## config.mk

```make
export PLATFORM = sky130hd
export DESIGN_NAME = word_align_ctrl
export DESIGN_NICKNAME = d
export VERILOG_FILES = /design/src/rtl/word_align_ctrl.sv
export SDC_FILE = /design/constraint.sdc
export NUM_CORES = 1
export LEC_CHECK = 0
export ABC_CLOCK_PERIOD_IN_PS = 2940
export CAP_MARGIN = 10
export CELL_PAD_IN_SITES_DETAIL_PLACEMENT = 1
export CELL_PAD_IN_SITES_GLOBAL_PLACEMENT = 1
export CORE_UTILIZATION = 46
export CTS_CLUSTER_DIAMETER = 40
export DETAILED_ROUTE_END_ITERATION = 8
export PLACE_DENSITY_LB_ADDON = 0.1
export SETUP_SLACK_MARGIN = 0.05
export SLEW_MARGIN = 10
export SYNTH_ARGS = -nofsm -noshare
export SYNTH_HDL_FRONTEND = slang
export SYNTH_SLANG_ARGS = --single-unit
```

## constraint.sdc

```tcl
create_clock -name CLKI -period 2.94 [get_ports CLKI]
set_input_delay 0.735 -clock CLKI [delete_from_list [all_inputs] [get_ports CLKI]]
set_output_delay 0.735 -clock CLKI [all_outputs]
set_load 0.05 [all_outputs]
```

## src/rtl/word_align_ctrl.sv

```systemverilog
// Word aligner: slips ALIGNWD until DATAIN repeats PATTERN, then tracks lock.
// Define WORD_ALIGN_MANUAL_EN to add the MANUAL_SLIP input.
module word_align_ctrl #(
    parameter int               WIDTH    = 8,
    parameter logic [WIDTH-1:0] PATTERN  = WIDTH'(8'hBC),
    parameter int               PULSE_W  = 2,
    parameter int               SETTLE   = 4,
    parameter int               LOCK_CNT = 4,
    parameter int               LOSS_CNT = 3,
    parameter int               MAX_SLIP = 15
) (
    input  logic             CLKI,
    input  logic             RST,
    input  logic             ENABLE,
    input  logic [WIDTH-1:0] DATAIN,
`ifdef WORD_ALIGN_MANUAL_EN
    input  logic             MANUAL_SLIP,
`endif
    output logic             ALIGNWD,
    output logic             LOCKED,
    output logic             LOSS,
    output logic             ERR,
    output logic [7:0]       SLIP_CNT
);

    typedef enum logic [2:0] {
        ST_IDLE   = 3'd0,
        ST_SEARCH = 3'd1,
        ST_SLIP   = 3'd2,
        ST_SETTLE = 3'd3,
        ST_LOCK   = 3'd4,
        ST_FAIL   = 3'd5
    } state_t;

    localparam logic [7:0] PULSE_M1  = 8'(PULSE_W - 1);
    localparam logic [7:0] SETTLE_M1 = 8'(SETTLE - 1);
    localparam logic [7:0] LOCK_M1   = 8'(LOCK_CNT - 1);
    localparam logic [7:0] LOSS_M1   = 8'(LOSS_CNT - 1);
    localparam logic [7:0] MAX_C     = 8'(MAX_SLIP);

    state_t     state, state_d;
    logic [7:0] match_cnt, match_d;
    logic [7:0] miss_cnt, miss_d;
    logic [7:0] tmr, tmr_d;
    logic [7:0] slip_d;
    logic       loss_d;
    logic       match;

    assign match = (DATAIN == PATTERN);

    function automatic logic [7:0] sat_inc(input logic [7:0] v);
        return (v == 8'hFF) ? v : v + 8'd1;
    endfunction

`ifdef WORD_ALIGN_MANUAL_EN
    logic manual_q;
    logic manual_edge;

    assign manual_edge = MANUAL_SLIP & ~manual_q;

    always_ff @(posedge CLKI) begin
        if (RST) manual_q <= 1'b0;
        else     manual_q <= MANUAL_SLIP;
    end
`endif

    always_comb begin
        state_d = state;
        match_d = match_cnt;
        miss_d  = miss_cnt;
        tmr_d   = tmr;
        slip_d  = SLIP_CNT;
        loss_d  = 1'b0;
        case (state)
            ST_IDLE: begin
                state_d = ST_SEARCH;
                slip_d  = 8'd0;
                match_d = 8'd0;
                miss_d  = 8'd0;
            end
            ST_SEARCH: begin
                if (match) begin
                    if (match_cnt == LOCK_M1) begin
                        state_d = ST_LOCK;
                        match_d = 8'd0;
                        miss_d  = 8'd0;
                    end else begin
                        match_d = sat_inc(match_cnt);
                    end
                end else begin
                    match_d = 8'd0;
                    if (SLIP_CNT == MAX_C) begin
                        state_d = ST_FAIL;
                    end else begin
                        state_d = ST_SLIP;
                        slip_d  = sat_inc(SLIP_CNT);
                        tmr_d   = 8'd0;
                    end
                end
            end
            ST_SLIP: begin
                if (tmr == PULSE_M1) begin
                    state_d = ST_SETTLE;
                    tmr_d   = 8'd0;
                end else begin
                    tmr_d = sat_inc(tmr);
                end
            end
            ST_SETTLE: begin
                if (tmr == SETTLE_M1) begin
                    state_d = ST_SEARCH;
                    tmr_d   = 8'd0;
                    match_d = 8'd0;
                end else begin
                    tmr_d = sat_inc(tmr);
                end
            end
            ST_LOCK: begin
                if (match) begin
                    miss_d = 8'd0;
                end else if (miss_cnt == LOSS_M1) begin
                    // loss edge: restart search without using this word
                    state_d = ST_SEARCH;
                    loss_d  = 1'b1;
                    slip_d  = 8'd0;
                    match_d = 8'd0;
                    miss_d  = 8'd0;
                end else begin
                    miss_d = sat_inc(miss_cnt);
                end
            end
            ST_FAIL: begin
                state_d = ST_FAIL;
            end
            default: begin
                state_d = ST_IDLE;
            end
        endcase
`ifdef WORD_ALIGN_MANUAL_EN
        if (manual_edge && (state == ST_SEARCH || state == ST_LOCK)) begin
            state_d = ST_SLIP;
            slip_d  = sat_inc(SLIP_CNT);
            tmr_d   = 8'd0;
            match_d = 8'd0;
            miss_d  = 8'd0;
            loss_d  = 1'b0;
        end
`endif
        if (!ENABLE) begin
            state_d = ST_IDLE;
            slip_d  = SLIP_CNT;
            match_d = 8'd0;
            miss_d  = 8'd0;
            tmr_d   = 8'd0;
            loss_d  = 1'b0;
        end
    end

    always_ff @(posedge CLKI) begin
        if (RST) begin
            state     <= ST_IDLE;
            match_cnt <= 8'd0;
            miss_cnt  <= 8'd0;
            tmr       <= 8'd0;
            SLIP_CNT  <= 8'd0;
            ALIGNWD   <= 1'b0;
            LOCKED    <= 1'b0;
            LOSS      <= 1'b0;
            ERR       <= 1'b0;
        end else begin
            state     <= state_d;
            match_cnt <= match_d;
            miss_cnt  <= miss_d;
            tmr       <= tmr_d;
            SLIP_CNT  <= slip_d;
            ALIGNWD   <= (state_d == ST_SLIP);
            LOCKED    <= (state_d == ST_LOCK);
            LOSS      <= loss_d;
            ERR       <= (state_d == ST_FAIL);
        end
    end

endmodule

```

==> results.cfg, run 1 <==
[timing]
clock_skew_ns = 0.00449
fin_setup_tns_ns = 0
post-route-period-util = 0.836
hold_slack_ns = 0.477
setup_viol_count_final = 0
grt_setup_unrepaired = no
drv_slew = 0
timing.fmax_ghz = 0.407
hold_violations = 0
maxSlewHeadroom = 0.503
worst_pin_slew_ns = 0.743
period_needed_ns = 2.46

[clocking]
cts_buffer_depth = 2
clk_pin_slew_ns = 0.08
htreeDepth = 2
cts_buffers = 5
cts_root_buffer = clkbuf_8
ctsHoldBuffers = 0
cts_resized = 0
cts_tree = yes
cts_setup_buffers = 0
clkLatencyLatePin_ns = 0.30
cts_sinks = 39

[routing]
drc = 0
viasPerCell = 5.74
vias = 2094
firstDrtPassIters = 4
wl_mm = 5.70
drt-wirelength-per-cell_um = 15.6
dr.first_iter.drc_count = 100
antenna_left = 0

[synth]
netlist_area_um2 = 2260
synthArstFlopShare = 0
synth.distinct_cells = 58
ys.flop_type = dfxtp_1
syn_nets = 289
ys_ff_latch = 39
synth_edf_count = 0
yosysWarnings = 0
ys_seq_area_frac = 0.346
syn_inst = 272
syn_area_per_cell_um2 = 8.30

[power]
p_clk_frac = 0.402
ir_worst_vdd_uv = 248
p_int_uw = 781
swShare = 0.253
p_seq_frac = 0.514
power.net_switching_uw = 265
p_leak_nw = 0.893
power_density_nw_per_um2 = 397
power_mw = 1.05
combPwrFrac = 0.083

[floorplan]
start_util = 0.478
die_w_um = 72.1
ios = 23
core.rowCount = 25
die-height_um = 72.1
die-area_um2 = 5190
coreArea_um2 = 4720

[cells_and_area]
diodes = 0
nFillCells = 584
layout_commonest_cell = dfxtp_1
drive_gt1_frac = 0.0940
area_delta_synth_final_pct = 16.8
final_cell_mix = dfxtp_1, nor2_1, nand2_1
nNetsFinal = 314

[run]
drv_cap = 0

[critical_path]
slowest_delay_ns = 0.51
cp-start-kind = input pin
reg2regPathDepth = 7
path_buf_inv = 1
critPathKind = input pin to flip-flop
ff2ff_setup_slack_ns = 0.67
cp_max_fo = 5
critPathTopFamily = simple AND/OR/NAND/NOR gates
crit_slowest_cell = o311ai_1
end_kind = flip-flop
regToRegStartpoint = match_cnt[0]
crit_chain = clkdlybuf4s50_1, nand4bb_2, or2_1, a21oi_1, nor2_1, o311ai_1, and2_1
crit_required_ns = 3.18
r2r_end = ALIGNWD
arrival_ns = 2.70

[placement]
gp_routability_congestion = 0.810
io_buffers = 22
dp.final_hpwl_mm = 4.13

[global_routing]
gr-total-overflow = 0
grt_max_degree = 18
antenna_found_initial = 0
grt_first_pass_wirelength_mm = 9.40
track_usage = 0.229
grt_pass1_vias = 2007

[outcome]
status = finished, final reports clean

[hold_path]
hold_path_class = flip-flop to flip-flop
min_from = match_cnt[1]
whs_endpoint = match_cnt[1]
hold_depth = 2
-- through the flow --
| step | utilization | cells | instance area (um^2) | setup slack [ns] |
|---|---|---|---|---|
| after floorplan | - | 272 | 2260 | 0.608 |
| after global placement | 0.536 | 357 | 2530 | 0.252 |
| after detailed placement | 0.536 | 357 | 2530 | 0.204 |
| after CTS | 0.558 | 365 | 2640 | 0.501 |
| after global routing | 0.558 | 365 | 2640 | 0.342 |
| final | 0.558 | 365 | 2640 | 0.482 |
-- cell usage after synthesis (3+ instances only) --
library cell	count	share of area
a211oi_1	3	0.010
a21oi_1	22	0.049
a311o_1	3	0.013
a311oi_1	5	0.019
a31oi_1	6	0.017
and3_1	11	0.030
buf_2	3	0.0066
dfxtp_1	39	0.35
ha_1	6	0.033
inv_1	7	0.012
nand2_1	25	0.042
nand2b_1	4	0.011
nand3_1	13	0.029
nand4_1	5	0.014
nor2_1	31	0.052
nor3_1	10	0.022
o21ai_0	13	0.029
o21ai_1	6	0.013
or3_1	4	0.011
xor2_1	6	0.023
-- metal layers --
metal | up-vias | track usage | routed length (um)
li1 | 1057 | - | -
met1 | 1009 | 0.309 | 2870
met2 | 23 | 0.370 | 2630
met3 | 5 | 0.0417 | 145
met4 | 0 | 0.0741 | 60
met5 | - | 0 | 0
-- registers in the layout, indices dropped and copies added (netlist names) --
| register | flops |
|---|---|
| SLIP_CNT | 8 |
| match_cnt | 8 |
| miss_cnt | 8 |
| tmr | 8 |
| state | 3 |
| ALIGNWD | 1 |
| ERR | 1 |
| LOCKED | 1 |
| LOSS | 1 |
-- worst min-delay path, stage by stage (launching register included) --
cell,delay [ns]
dfxtp_1,0.33
nand2_1,0.06
a21oi_1,0.05
-- power by group through the flow --
stage | sequential [mW] | clock (mW) | combinational, mW
after floorplan | 0.549 | 0 | 0.0541
after global placement | 0.550 | 0 | 0.0850
after detailed placement | 0.550 | 0 | 0.0869
after CTS | 0.537 | 0.430 | 0.0876
after global routing | 0.538 | 0.446 | 0.0949
final | 0.538 | 0.421 | 0.0872
-- cells by family after synthesis --
| group | Yosys count | share of synthesized area |
|---|---|---|
| flops | 39 | 0.346 |
| buf+inv | 15 | 0.0377 |
| fa+ha+maj | 6 | 0.0333 |
| mux | 2 | 0.00887 |
| simple gates | 132 | 0.334 |
| xor+xnor | 8 | 0.0310 |
| compound gates | 70 | 0.209 |
-- worst max-delay path by stage --
stage               cells past startpoint  slack [ns]   startpoint  endpoint
CTS                                     7        0.50    DATAIN[0]   ALIGNWD
detailed placement                      7        0.20    DATAIN[5]    LOCKED
global route                            7        0.34    DATAIN[5]       ERR
global placement                        7        0.25    DATAIN[0]   ALIGNWD
floorplan                               7        0.61  SLIP_CNT[0]    LOCKED
finish                                  7        0.48    DATAIN[0]   ALIGNWD
-- final cells by class --
| type | count | area (um^2) | share of cell area |
|---|---|---|---|
| Inverter | 7 | 26.3 | 0.00997 |
| Timing Repair Buffer | 26 | 250 | 0.0949 |
| Clock inverter | 1 | 7.51 | 0.00285 |
| Sequential cell | 39 | 781 | 0.296 |
| Tap cell | 67 | 83.8 | 0.0318 |
| Multi-Input combinational cell | 218 | 1390 | 0.528 |
| Clock buffer | 7 | 96.3 | 0.0365 |
No activity file was read; power rests on OpenSTA's default activity.
==> run 2: changes to the inputs <==
- ABC_CLOCK_PERIOD_IN_PS: 2940 -> 2000
- CORE_UTILIZATION: 46 -> 38
- clock period: 2.94 -> 2 ns (I/O delays scaled with it)
==> results.cfg, run 2 (synthesized netlist as in run 1, its figures left out) <==
[placement]
dp.final_hpwl_mm = 4.98
io_buffers = 22
place_area_um2 = 2910
dp.cells = 409
gp_routability_congestion = 0.803

[critical_path]
crit_cells = 8
path_buf_inv = 1
regToRegStartpoint = miss_cnt[0]
crit_slowest_cell = or4_4
slowest_delay_ns = 0.42
crit_chain = inv_2, ha_4, nor4b_4, o211ai_4, a31oi_4, nand2_2, or4_4, a21oi_2
critPathKind = flip-flop to flip-flop
cp-start-kind = flip-flop
reg2regPathDepth = 8
ff2ff_setup_slack_ns = 0.03
crit_required_ns = 2.23
r2r_end = match_cnt[0]
cp_max_fo = 5
end_kind = flip-flop
arrival_ns = 2.20
critPathTopFamily = simple AND/OR/NAND/NOR gates

[clocking]
ctsHoldBuffers = 0
clkLatencyLatePin_ns = 0.29
clk_pin_slew_ns = 0.08
htreeDepth = 2
cts_buffers = 5
cts_buffer_depth = 2
cts_tree = yes
cts_sinks = 39
cts_root_buffer = clkbuf_8

[routing]
dr.first_iter.drc_count = 96
antenna_left = 0
viasPerCell = 5.61
vias = 2401
firstDrtPassIters = 4
drt-wirelength-per-cell_um = 16.6
wl_mm = 7.12
drc = 0

[global_routing]
track_usage = 0.227
antenna_found_initial = 0
grt_first_pass_wirelength_mm = 11.2
grt_pass1_vias = 2343
gr-total-overflow = 0
grt_max_degree = 13

[timing]
maxSlewHeadroom = 0.667
clock_skew_ns = 0.00427
hold_violations = 0
setup_viol_count_final = 0
worst_pin_slew_ns = 0.498
drv_slew = 0
fin_setup_tns_ns = 0
period_needed_ns = 1.97
grt_setup_unrepaired = yes
post-route-period-util = 0.984
timing.fmax_ghz = 0.508

[cells_and_area]
drive_gt1_frac = 0.402
layout_commonest_cell = buf_4
diodes = 0
fin_area_um2 = 3300
nNetsFinal = 372
postLayoutCoreUtil = 0.589
instances_no_fill = 428
nFillCells = 671
area_delta_synth_final_pct = 46.3
final_cell_mix = buf_4, nor2_1, dfxtp_1

[floorplan]
core.rowCount = 27
ios = 23
die-area_um2 = 6250
die-height_um = 79.1
coreArea_um2 = 5610
start_util = 0.402
die_w_um = 79.1

[outcome]
status = finished, final reports clean

[power]
ir_worst_vdd_uv = 360
p_leak_nw = 1.23
power_mw = 1.52
power_density_nw_per_um2 = 459

[hold_path]
min_from = SLIP_CNT[1]
hold_path_class = flip-flop to flip-flop
whs_endpoint = SLIP_CNT[1]
hold_depth = 2

[run]
drv_cap = 0
==> run 2: cell count changes in the layout (fill, tap and decap cells not counted), sizes merged <==
cell           before  now
buf                 4   70
clkbuf              7    6
clkdlybuf4s50      22    5
clkinv              0    1
dlygate4sd2         0    7
dlymetal6s2s        0    2
==> run 2: per-layer routing <==
| layer | wire (um) | vias up | global-route usage |
|---|---|---|---|
| met5 | 0 | - | 0 |
| met4 | 111 | 0 | 0.0836 |
| met3 | 228 | 10 | 0.0356 |
| met2 | 3520 | 42 | 0.367 |
| met1 | 3260 | 1178 | 0.304 |
| li1 | - | 1171 | - |
==> run 2: tightest hold or removal path, cell delays in order (launching register included) <==
cell and delay, ns:
dfxtp_4 0.37, nand2_1 0.05, a21oi_1 0.05
==> run 2: repair_timing <==
| item | 4_1_cts | 5_1_grt |
|---|---|---|
| gates resized for setup | 32 | 29 |
| buffers inserted | 4 | 7 |
| endpoints found under the setup margin | 35 | 33 |
| pin swaps | 10 | 10 |
==> run 2: power breakdown <==
part	total, mW	switching [mW]	internal, mW
Sequential	0.786	0.00707	0.779
Combinational	0.192	0.101	0.0912
Clock	0.538	0.294	0.244
Total	1.52	0.402	1.11
==> run 2: how the worst max path moves through the flow <==
stage	slack (ns)	from	endpoint
3_3_place_gp	-0.43	DATAIN[0]	LOCKED
4_1_cts	0.02	miss_cnt[0]	match_cnt[0]
6_report	0.03	miss_cnt[0]	match_cnt[0]
2_1_floorplan	0.05	tmr[0]	tmr[2]
5_1_grt	-0.05	miss_cnt[0]	match_cnt[0]
3_5_place_dp	-0.51	DATAIN[0]	SLIP_CNT[3]
==> run 2: layout make-up <==
class | count | area [um^2] | area share
multi-input combinational | 218 | 1630 | 0.494
timing repair buffer | 84 | 669 | 0.203
inverter | 7 | 26.3 | 0.00795
tap | 72 | 90.1 | 0.0273
clock buffer | 6 | 72.6 | 0.0220
sequential | 39 | 801 | 0.242
clock inverter | 2 | 12.5 | 0.00379
==> run 2: per-stage QoR <==
stage                     hold WS (ns)  setup slack, ns
after floorplan                  0.442           0.0539
after global placement           0.490           -0.429
after detailed placement         0.500           -0.509
after CTS                        0.512           0.0218
after global routing             0.524          -0.0503
final                            0.509           0.0311
==> run 3: changes to the inputs <==
- CORE_UTILIZATION: 38 -> 43
- DONT_BUFFER_PORTS: not set -> 1
- RECOVER_POWER: not set -> 100
==> results.cfg, run 3 (synthesized netlist as in run 1, its figures left out) <==
[global_routing]
grt_pass1_vias = 2131
gr-total-overflow = 0
track_usage = 0.245
grt_max_degree = 14
antenna_found_initial = 0
grt_first_pass_wirelength_mm = 10.4

[critical_path]
crit_slowest_cell = or4_4
arrival_ns = 2.16
crit_chain = ha_4, nor4b_4, o211ai_4, a31oi_4, nand2_2, or4_4, a21oi_2
cp_max_fo = 4
crit_required_ns = 2.23
critPathKind = flip-flop to flip-flop
end_kind = flip-flop
slowest_delay_ns = 0.42
cp-start-kind = flip-flop

[timing]
drv_slew = 0
timing.fmax_ghz = 0.518
hold_slack_ns = 0.263
setup_ws_ns = 0.0687
worst_pin_slew_ns = 0.657
clock_skew_ns = 0.00846
grt_setup_unrepaired = yes
fin_setup_tns_ns = 0
hold_violations = 0
post-route-period-util = 0.966
maxSlewHeadroom = 0.562
setup_viol_count_final = 0
period_needed_ns = 1.93

[cells_and_area]
drive_gt1_frac = 0.329
fin_area_um2 = 2920
area_delta_synth_final_pct = 29.3
diodes = 0
final_cell_mix = buf_4, nor2_1, dfxtp_1
layout_commonest_cell = buf_4
nNetsFinal = 338

[placement]
io_buffers = 0
pre_cts_ws_ns = -0.0966
dp.final_hpwl_mm = 4.68
gp_routability_congestion = 0.823
place_area_um2 = 2660

[clocking]
cts_buffer_depth = 2
cts_tree = yes
htreeDepth = 2
cts_root_buffer = clkbuf_8
cts_sinks = 39
clk_pin_slew_ns = 0.08
cts_buffers = 5
ctsHoldBuffers = 0
clkLatencyLatePin_ns = 0.30

[floorplan]
ios = 23
start_util = 0.445
die_w_um = 74.5
die-area_um2 = 5540
die-height_um = 74.5
coreArea_um2 = 5070
core.rowCount = 26

[routing]
vias = 2228
drc = 0
viasPerCell = 5.68
drt-wirelength-per-cell_um = 16.9
antenna_left = 0
dr.first_iter.drc_count = 106
wl_mm = 6.63
firstDrtPassIters = 4

[hold_path]
hold_path_class = input pin to flip-flop

[power]
ir_worst_vdd_uv = 389
p_leak_nw = 1.02
power_mw = 1.44
power_density_nw_per_um2 = 495

[outcome]
status = finished, final reports clean

[run]
drv_cap = 0
==> run 3: power breakdown <==
part	internal, mW	total, mW	switching (mW)
clock	0.238	0.521	0.283
sequential	0.779	0.787	0.00823
combinational	0.0556	0.135	0.0796
total	1.07	1.44	0.371
==> run 3: stage by stage <==
stage | cells | utilization
finish | 392 | 0.575
global route | 392 | 0.575
CTS | 386 | 0.546
detailed placement | 378 | 0.523
global placement | 378 | 0.523
floorplan | 272 | -
==> run 3: area by class of cell <==
class | count | area, um^2
clock buffers | 6 | 72.6
clock inverters | 2 | 7.51
fillers | 619 | 2160
inverters | 7 | 26.3
multi-input cells | 218 | 1550
flip-flops and latches | 39 | 798
well taps | 70 | 87.6
repair buffers | 50 | 375
==> run 3: worst max-delay path, delay by kind of cell (launching register included) <==
kind | cells | cell delay [ns]
adder cells (fa/ha/maj) | 1 | 0.14
AND/OR/NAND/NOR | 3 | 0.77
flip-flops | 1 | 0.39
AO/OA/AOI/OAI | 3 | 0.57
==> run 3: worst paths after layout <==
check,start,end,slack [ns],cells after the start
hold reg to reg,SLIP_CNT[3],SLIP_CNT[3],0.54,2
hold / removal,RST,SLIP_CNT[0],0.26,1
setup reg to reg,miss_cnt[1],match_cnt[0],0.07,7
setup / recovery,miss_cnt[1],match_cnt[0],0.07,7
==> run 3: timing repair <==
action                     in CTS  in global routing
gates resized for setup         6                 27
pin swaps                       3                 12
gates cloned                    0                  0
setup buffers                   0                  6
setup endpoints to repair      14                 31
==> run 3: metal layers <==
layer,GRT usage,vias to the layer above,share of wire
met3,0.0474,12,0.027
met5,0,-,0
li1,-,1100,-
met1,0.339,1081,0.48
met2,0.388,35,0.48
met4,0.0671,0,0.016
